<file path="src/rtl/lc3b_types.sv">
//------------------------------------------------------------------------------
// Module   : lc3b_types
// Brief    : Shared cache-side types and default sizes for the victim buffer.
// Revision : 1.0 - initial release
//------------------------------------------------------------------------------
`default_nettype none

package lc3b_types;

    localparam int VIC_TAG_WIDTH  = 12;
    localparam int VIC_LINE_WIDTH = 256;
    localparam int VIC_DEPTH      = 4;

    typedef logic [VIC_TAG_WIDTH-1:0]  lc3b_vic_tag;
    typedef logic [VIC_LINE_WIDTH-1:0] lc3b_vic_line;

endpackage

`default_nettype wire

</file>
<file path="src/rtl/victim_buffer_if.sv">
//------------------------------------------------------------------------------
// Module   : victim_buffer_if
// Brief    : Insert, lookup/take and writeback signals of the victim buffer.
// Revision : 1.0 - initial release
//------------------------------------------------------------------------------
`default_nettype none

interface victim_buffer_if
    import lc3b_types::*;
#(
    parameter int WIDTH     = VIC_LINE_WIDTH,
    parameter int TAG_WIDTH = VIC_TAG_WIDTH,
    parameter int DEPTH     = VIC_DEPTH
) ();

    localparam int CNT_W = $clog2(DEPTH + 1);

    logic                 ins_valid;
    logic                 ins_ready;
    logic [TAG_WIDTH-1:0] ins_tag;
    logic [WIDTH-1:0]     ins_data;
    logic                 ins_dirty;
    logic [TAG_WIDTH-1:0] lk_tag;
    logic                 lk_hit;
    logic [WIDTH-1:0]     lk_data;
    logic                 lk_dirty;
    logic                 lk_take;
    logic                 wb_valid;
    logic                 wb_ready;
    logic [TAG_WIDTH-1:0] wb_tag;
    logic [WIDTH-1:0]     wb_data;
    logic [CNT_W-1:0]     count;

    modport slave (
        input  ins_valid, ins_tag, ins_data, ins_dirty, lk_tag, lk_take, wb_ready,
        output ins_ready, lk_hit, lk_data, lk_dirty, wb_valid, wb_tag, wb_data, count
    );

    modport master (
        output ins_valid, ins_tag, ins_data, ins_dirty, lk_tag, lk_take, wb_ready,
        input  ins_ready, lk_hit, lk_data, lk_dirty, wb_valid, wb_tag, wb_data, count
    );

endinterface

`default_nettype wire

</file>
<file path="src/rtl/victim_buffer_alloc.sv">
//------------------------------------------------------------------------------
// Module   : victim_buffer_alloc
// Brief    : Picks the insert target: tag match, else lowest free, else rr slot.
// Revision : 1.0 - initial release
//------------------------------------------------------------------------------
`default_nettype none

module victim_buffer_alloc
    import lc3b_types::*;
#(
    parameter int DEPTH = VIC_DEPTH,
    parameter int IDXW  = $clog2(DEPTH)
) (
    input  logic [DEPTH-1:0] valid_i,
    input  logic [DEPTH-1:0] match_i,
    input  logic [IDXW-1:0]  rr_i,
    output logic [IDXW-1:0]  idx_o,
    output logic             displace_o,
    output logic             match_o
);

    always_comb begin
        idx_o      = rr_i;
        displace_o = 1'b1;
        match_o    = |match_i;
        if (match_o) begin
            displace_o = 1'b0;
            for (int i = 0; i < DEPTH; i++) begin
                if (match_i[i]) idx_o = IDXW'(i);
            end
        end else begin
            // Descending scan so the lowest free index is the last one written.
            for (int i = DEPTH - 1; i >= 0; i--) begin
                if (!valid_i[i]) begin
                    idx_o      = IDXW'(i);
                    displace_o = 1'b0;
                end
            end
        end
    end

endmodule

`default_nettype wire

</file>
<file path="src/rtl/victim_buffer.sv">
//------------------------------------------------------------------------------
// Module   : victim_buffer
// Brief    : Fully associative L1 victim buffer with take and dirty writeback.
// Revision : 1.0 - initial release
//------------------------------------------------------------------------------
`default_nettype none

module victim_buffer
    import lc3b_types::*;
#(
    parameter int WIDTH     = VIC_LINE_WIDTH,
    parameter int TAG_WIDTH = VIC_TAG_WIDTH,
    parameter int DEPTH     = VIC_DEPTH
) (
    input  logic           clk,
    input  logic           rst,
    victim_buffer_if.slave bus
);

    localparam int IDXW  = $clog2(DEPTH);
    localparam int CNT_W = $clog2(DEPTH + 1);

    logic [TAG_WIDTH-1:0] tag_q  [DEPTH];
    logic [WIDTH-1:0]     data_q [DEPTH];
    logic [DEPTH-1:0]     valid_q, valid_d, dirty_q, dirty_d;
    logic [DEPTH-1:0]     ins_match, lk_match;
    logic [IDXW-1:0]      rr_q, rr_d, lk_idx, tgt_idx;
    logic                 tgt_displace, tgt_match, taken_tgt;
    logic                 ins_fire, take;
    logic                 wb_valid_q, wb_valid_d;
    logic [TAG_WIDTH-1:0] wb_tag_q, wb_tag_d;
    logic [WIDTH-1:0]     wb_data_q, wb_data_d, lk_data;
    logic [CNT_W-1:0]     count_q, count_d;

    for (genvar i = 0; i < DEPTH; i++) begin : g_match
        assign ins_match[i] = valid_q[i] && (tag_q[i] == bus.ins_tag);
        assign lk_match[i]  = valid_q[i] && (tag_q[i] == bus.lk_tag);
    end

    always_comb begin
        lk_idx  = '0;
        lk_data = '0;
        for (int i = 0; i < DEPTH; i++) begin
            if (lk_match[i]) lk_idx = IDXW'(i);
            lk_data = lk_data | ({WIDTH{lk_match[i]}} & data_q[i]);
        end
    end

    victim_buffer_alloc #(.DEPTH(DEPTH), .IDXW(IDXW)) u_alloc (
        .valid_i    (valid_q),
        .match_i    (ins_match),
        .rr_i       (rr_q),
        .idx_o      (tgt_idx),
        .displace_o (tgt_displace),
        .match_o    (tgt_match)
    );

    assign ins_fire  = bus.ins_valid && !wb_valid_q;
    assign take      = bus.lk_take && (|lk_match);
    assign taken_tgt = take && (lk_idx == tgt_idx);

    always_comb begin
        valid_d    = valid_q;
        dirty_d    = dirty_q;
        rr_d       = rr_q;
        wb_valid_d = wb_valid_q;
        wb_tag_d   = wb_tag_q;
        wb_data_d  = wb_data_q;
        count_d    = '0;
        if (wb_valid_q && bus.wb_ready) wb_valid_d = 1'b0;
        if (take) begin
            valid_d[lk_idx] = 1'b0;
            dirty_d[lk_idx] = 1'b0;
        end
        if (ins_fire) begin
            valid_d[tgt_idx] = 1'b1;
            // A line being taken back to L1 this cycle carries no old dirty state.
            if (tgt_match && !taken_tgt) dirty_d[tgt_idx] = dirty_q[tgt_idx] | bus.ins_dirty;
            else                         dirty_d[tgt_idx] = bus.ins_dirty;
            if (tgt_displace) begin
                rr_d = rr_q + 1'b1;
                if (dirty_q[tgt_idx] && !taken_tgt) begin
                    wb_valid_d = 1'b1;
                    wb_tag_d   = tag_q[tgt_idx];
                    wb_data_d  = data_q[tgt_idx];
                end
            end
        end
        for (int i = 0; i < DEPTH; i++) begin
            count_d = count_d + CNT_W'(valid_d[i]);
        end
    end

    always_ff @(posedge clk or posedge rst) begin
        if (rst) begin
            valid_q    <= '0;
            dirty_q    <= '0;
            rr_q       <= '0;
            wb_valid_q <= 1'b0;
            wb_tag_q   <= '0;
            wb_data_q  <= '0;
            count_q    <= '0;
        end else begin
            valid_q    <= valid_d;
            dirty_q    <= dirty_d;
            rr_q       <= rr_d;
            wb_valid_q <= wb_valid_d;
            wb_tag_q   <= wb_tag_d;
            wb_data_q  <= wb_data_d;
            count_q    <= count_d;
        end
    end

    always_ff @(posedge clk) begin
        if (ins_fire) begin
            tag_q[tgt_idx]  <= bus.ins_tag;
            data_q[tgt_idx] <= bus.ins_data;
        end
    end

    assign bus.ins_ready = !wb_valid_q;
    assign bus.lk_hit    = |lk_match;
    assign bus.lk_data   = lk_data;
    assign bus.lk_dirty  = |(lk_match & dirty_q);
    assign bus.wb_valid  = wb_valid_q;
    assign bus.wb_tag    = wb_tag_q;
    assign bus.wb_data   = wb_data_q;
    assign bus.count     = count_q;

endmodule

`default_nettype wire
</file>
<file path="src/flat_wrapper.sv">
// flat-port wrapper written by rule: the top's interface ports become plain ports
module victim_buffer_flat import lc3b_types::*;
#(
    parameter int WIDTH     = VIC_LINE_WIDTH,
    parameter int TAG_WIDTH = VIC_TAG_WIDTH,
    parameter int DEPTH     = VIC_DEPTH
)
  (clk, rst, bus_ins_valid, bus_ins_tag, bus_ins_data, bus_ins_dirty, bus_lk_tag, bus_lk_take, bus_wb_ready, bus_ins_ready, bus_lk_hit, bus_lk_data, bus_lk_dirty, bus_wb_valid, bus_wb_tag, bus_wb_data, bus_count);
  victim_buffer_if #(.WIDTH(WIDTH), .TAG_WIDTH(TAG_WIDTH), .DEPTH(DEPTH)) bus_i ();
  input  logic clk;
  input  logic rst;
  input wire logic [$bits(bus_i.ins_valid)-1:0] bus_ins_valid;
  input wire logic [$bits(bus_i.ins_tag)-1:0] bus_ins_tag;
  input wire logic [$bits(bus_i.ins_data)-1:0] bus_ins_data;
  input wire logic [$bits(bus_i.ins_dirty)-1:0] bus_ins_dirty;
  input wire logic [$bits(bus_i.lk_tag)-1:0] bus_lk_tag;
  input wire logic [$bits(bus_i.lk_take)-1:0] bus_lk_take;
  input wire logic [$bits(bus_i.wb_ready)-1:0] bus_wb_ready;
  output wire logic [$bits(bus_i.ins_ready)-1:0] bus_ins_ready;
  output wire logic [$bits(bus_i.lk_hit)-1:0] bus_lk_hit;
  output wire logic [$bits(bus_i.lk_data)-1:0] bus_lk_data;
  output wire logic [$bits(bus_i.lk_dirty)-1:0] bus_lk_dirty;
  output wire logic [$bits(bus_i.wb_valid)-1:0] bus_wb_valid;
  output wire logic [$bits(bus_i.wb_tag)-1:0] bus_wb_tag;
  output wire logic [$bits(bus_i.wb_data)-1:0] bus_wb_data;
  output wire logic [$bits(bus_i.count)-1:0] bus_count;
  assign bus_i.ins_valid = bus_ins_valid;
  assign bus_i.ins_tag = bus_ins_tag;
  assign bus_i.ins_data = bus_ins_data;
  assign bus_i.ins_dirty = bus_ins_dirty;
  assign bus_i.lk_tag = bus_lk_tag;
  assign bus_i.lk_take = bus_lk_take;
  assign bus_i.wb_ready = bus_wb_ready;
  assign bus_ins_ready = bus_i.ins_ready;
  assign bus_lk_hit = bus_i.lk_hit;
  assign bus_lk_data = bus_i.lk_data;
  assign bus_lk_dirty = bus_i.lk_dirty;
  assign bus_wb_valid = bus_i.wb_valid;
  assign bus_wb_tag = bus_i.wb_tag;
  assign bus_wb_data = bus_i.wb_data;
  assign bus_count = bus_i.count;
  victim_buffer #(.WIDTH(WIDTH), .TAG_WIDTH(TAG_WIDTH), .DEPTH(DEPTH)) u_core (.clk(clk), .rst(rst), .bus(bus_i));
endmodule
</file>
<file path="config.mk">
export PLATFORM = sky130hd
export DESIGN_NAME = victim_buffer_flat
export DESIGN_NICKNAME = d
export VERILOG_FILES = /design/src/rtl/lc3b_types.sv /design/src/rtl/victim_buffer_if.sv /design/src/rtl/victim_buffer_alloc.sv /design/src/rtl/victim_buffer.sv /design/src/flat_wrapper.sv
export SDC_FILE = /design/constraint.sdc
export NUM_CORES = 2
export LEC_CHECK = 0
export ABC_AREA = 1
export CORE_UTILIZATION = 55
export DETAILED_ROUTE_END_ITERATION = 8
export PLACE_DENSITY = 0.8
export REMOVE_ABC_BUFFERS = 1
export SETUP_SLACK_MARGIN = 0.1
export SLEW_MARGIN = 20
export SYNTH_ARGS = -nofsm -noshare
export SYNTH_HDL_FRONTEND = slang
export SYNTH_HIERARCHICAL = 1
export SYNTH_SLANG_ARGS = --single-unit
</file>
<file path="constraint.sdc">
create_clock -name clk -period 21.9 [get_ports clk]
set_input_delay 2.19 -clock clk [delete_from_list [all_inputs] [get_ports clk]]
set_output_delay 2.19 -clock clk [all_outputs]
set_load 0.1 [all_outputs]
</file>
==> impl_metrics.py <==
metrics = {
    "setup_path": {
        "r2r_start": "u_core/valid_q[1]",
        "crit_top_cell": "nand2_1",
        "endpoint_kind": "output port",
        "startpoint_type": "primary input",
        "required_ps": 19710,
        "critPathBufInv": 5,
        "crit_arrival_ps": 8150,
        "critPathSlowestCell": "clkdlybuf4s50_1",
        "cpPeakStageDelay_ps": 1230,
        "crit_chain": "clkdlybuf4s50_1 -> inv_2 -> nand2_1 -> nand2_1 -> nor2_1 -> nand2_1 -> nor2_4 -> buf_4 -> buf_4 -> nand2_1 -> o22ai_1 -> a31oi_1 -> o21ai_0 -> clkdlybuf4s50_1",
        "crit_path_max_fanout": 68,
        "crit_type": "in2out",
        "critPathTopFamily": "buffers and inverters",
        "critPathLaunch": "bus_lk_tag[0]",
    },
    "place": {
        "routabilityCongestion": 0.919,
        "hpwlAfterDp_um": 109000,
        "portBuffers": 816,
        "dp.cells": 6818,
    },
    "route": {
        "ant_nets": 0,
        "vias_per_cell": 6.40,
        "drtIter0Drc": 6291,
        "wl_per_cell_um": 26.9,
        "drc_errors": 0,
        "via_count": 45534,
        "drt_wl_total_um": 191000,
        "dr.pass1.iters": 8,
    },
    "timing": {
        "tightest_slew_ps": 1320,
        "final-setup-viol-count": 0,
        "fin_crit_ps": 10340,
        "rsz0062_at_grt": "false",
        "finalCritPeriodShare_pct": 47.2,
        "skew_ps": 32.7,
        "drv_slew": 0,
        "fmax_mhz": 96.7,
        "hold_viol_final": 0,
        "maxSlewHeadroom_pct": 12.0,
        "setup-tns-final_ps": 0,
    },
    "cts": {
        "cts_inserted_buffers": 137,
        "clk_pin_slew_ps": 60,
        "root_buffer": "clkbuf_16",
        "htree_levels": 4,
        "insertion_delay_ps": 760,
        "cts_hold_buf": 0,
        "post_cts_buffers": 0,
        "post_cts_resized": 0,
        "cts_tree": "built",
        "cts.path.max_buffers": 3,
        "clock_sinks": 1354,
    },
    "synth": {
        "synth_flop_cell": "edfxtp_1",
        "yosysUniqueCellTypes": 42,
        "synth_enable_flop_cells": 1072,
        "synth.ff_latch_count": 1354,
        "syn-mean-instance-area_um2": 11.7,
        "yosysWarnings": 6,
        "synth_area_um2": 57900,
        "async_flop_share_pct": 20.8,
        "syn_inst": 4924,
        "synth_seq_area_share_pct": 67.8,
    },
    "final_layout": {
        "syn_to_final_growth_pct": 23.5,
        "nNetsFinal": 5867,
        "fill_cells": 7226,
        "layout_commonest_cell": "edfxtp_1",
        "finish.utilization_pct": 68.7,
        "final_layout_size_suffix_gt1_share_pct": 8.64,
        "multi_input_comb_area_um2": 15300,
        "final_cell_mix": "edfxtp_1 (1072), clkdlybuf4s50_1 (814), o21ai_0 (717), nand3_1 (505), inv_1 (474)",
        "layout.cells.non_filler": 7114,
        "regArea_um2": 39200,
    },
    "worst_hold_path": {
        "hold_class": "reg2reg",
        "hp-start": "u_core/rr_q[1]",
    },
    "die": {
        "design.die.area_um2": 106000,
        "die_w_um": 326,
        "core.rowCount": 118,
        "start_util_pct": 55.7,
        "io-pin-count": 817,
        "die_h_um": 326,
        "core_area_um2": 104000,
    },
    "power": {
        "p_per_area_nw_per_um2": 177,
        "peakVddDrop_mv": 0.316,
        "leakage_uw": 0.0259,
    },
    "global_route": {
        "antenna_found_initial": 49,
        "grt.total_usage_pct": 34.9,
        "grt_pass1_wl_um": 280000,
        "grt_pass1_vias": 44084,
        "grt_max_degree": 152,
        "grt.overflow.total": 0,
    },
    "job": {
        "max_cap_viol_count": 0,
    },
    "run_status": {
        "status": "completed",
    },
}
==> cell usage after synthesis, drive strengths merged, types with 14 or more instances <==
library cell | count | share of area, %
o21ai | 822 | 7.8
nand3 | 508 | 4.4
dfrtp | 282 | 12
inv | 490 | 3.2
nor2 | 54 | 0.41
a22oi | 256 | 3.3
a21oi | 261 | 2.3
a221oi | 20 | 0.30
o22ai | 33 | 0.36
clkbuf | 299 | 1.9
edfxtp | 1072 | 56
xnor2 | 14 | 0.21
nand2 | 455 | 3.4
buf | 61 | 0.78
o2111ai | 114 | 1.7
a31oi | 143 | 1.5
==> metrics by stage <==
stage               hold slack (ps)  power (uW)  area (um^2)  setup slack [ps]
floorplan                       442        8830        56300             -4370
global placement                457       10100        66900             11840
detailed placement              463       10200        66900             11820
CTS                             475       12500        71300             11810
global route                    497       13100        71400             11520
finish                          472       12600        71400             11560
==> registers in the layout (all words and copies together), names as in the netlist <==
signal,cells
u_core/valid_q,4
u_core/tag_q,48
u_core/dirty_q,4
u_core/bus.wb_tag,12
u_core/bus.count,3
u_core/data_q,1024
u_core/rr_q,2
u_core/bus.wb_valid,1
u_core/bus.wb_data,256
==> report_power, final <==
group | internal [uW] | leakage (uW) | total (uW) | switching, uW
combinational | 1380 | 0.0103 | 6060 | 4680
sequential | 3840 | 0.0134 | 4260 | 421
clock | 1340 | 0.00219 | 2310 | 975
total | 6560 | 0.0259 | 12600 | 6070
==> cells by family (layout without fill, tap and decap cells) <==
family                     count (synthesis)  after routing  share of synthesized area, %
xor gates and xnor gates                  25             25                         0.378
DFF                                     1354           1354                          67.8
and+or+nand+nor                         1035           1035                          8.43
AOI/OAI and AO/OA                       1657           1657                          17.4
adders and majority gates                  3              3                        0.0778
buffers and inverters                    850           1618                          5.90
other                                      0             42                             0
==> path summary, 6_finish.rpt <==
kind                                           endpoint  slack (ps)  depth (start not counted)
worst min-delay path                     u_core/rr_q[1]         470                          1
worst max register to register  u_core/bus.wb_data[120]       14460                         15
min in group asynchronous        u_core/bus.wb_data[12]        1960                          2
max in group asynchronous       u_core/bus.wb_data[117]       17610                          4
worst min register to register           u_core/rr_q[1]         470                          1
worst max-delay path                       bus_lk_dirty       11560                         14
==> layer usage <==
layer | part of all wire [%] | GRT usage, % | vias to the layer above
li1 | - | - | 19510
met3 | 12 | 8.54 | 659
met4 | 6.8 | 22.6 | 14
met5 | 0.050 | 0 | -
met2 | 46 | 53.9 | 3294
met1 | 35 | 44.4 | 22057
==> final cells by class <==
type | instances | area share (%)
Multi-Input combinational cell | 2720 | 21.4
Tap cell | 1380 | 2.42
Sequential cell | 1354 | 54.9
Antenna cell | 42 | 0.147
Clock inverter | 51 | 0.631
Timing Repair Buffer | 875 | 12.3
Inverter | 490 | 2.60
Clock buffer | 202 | 5.59
Note: power is estimated with default switching activity, not from simulation.
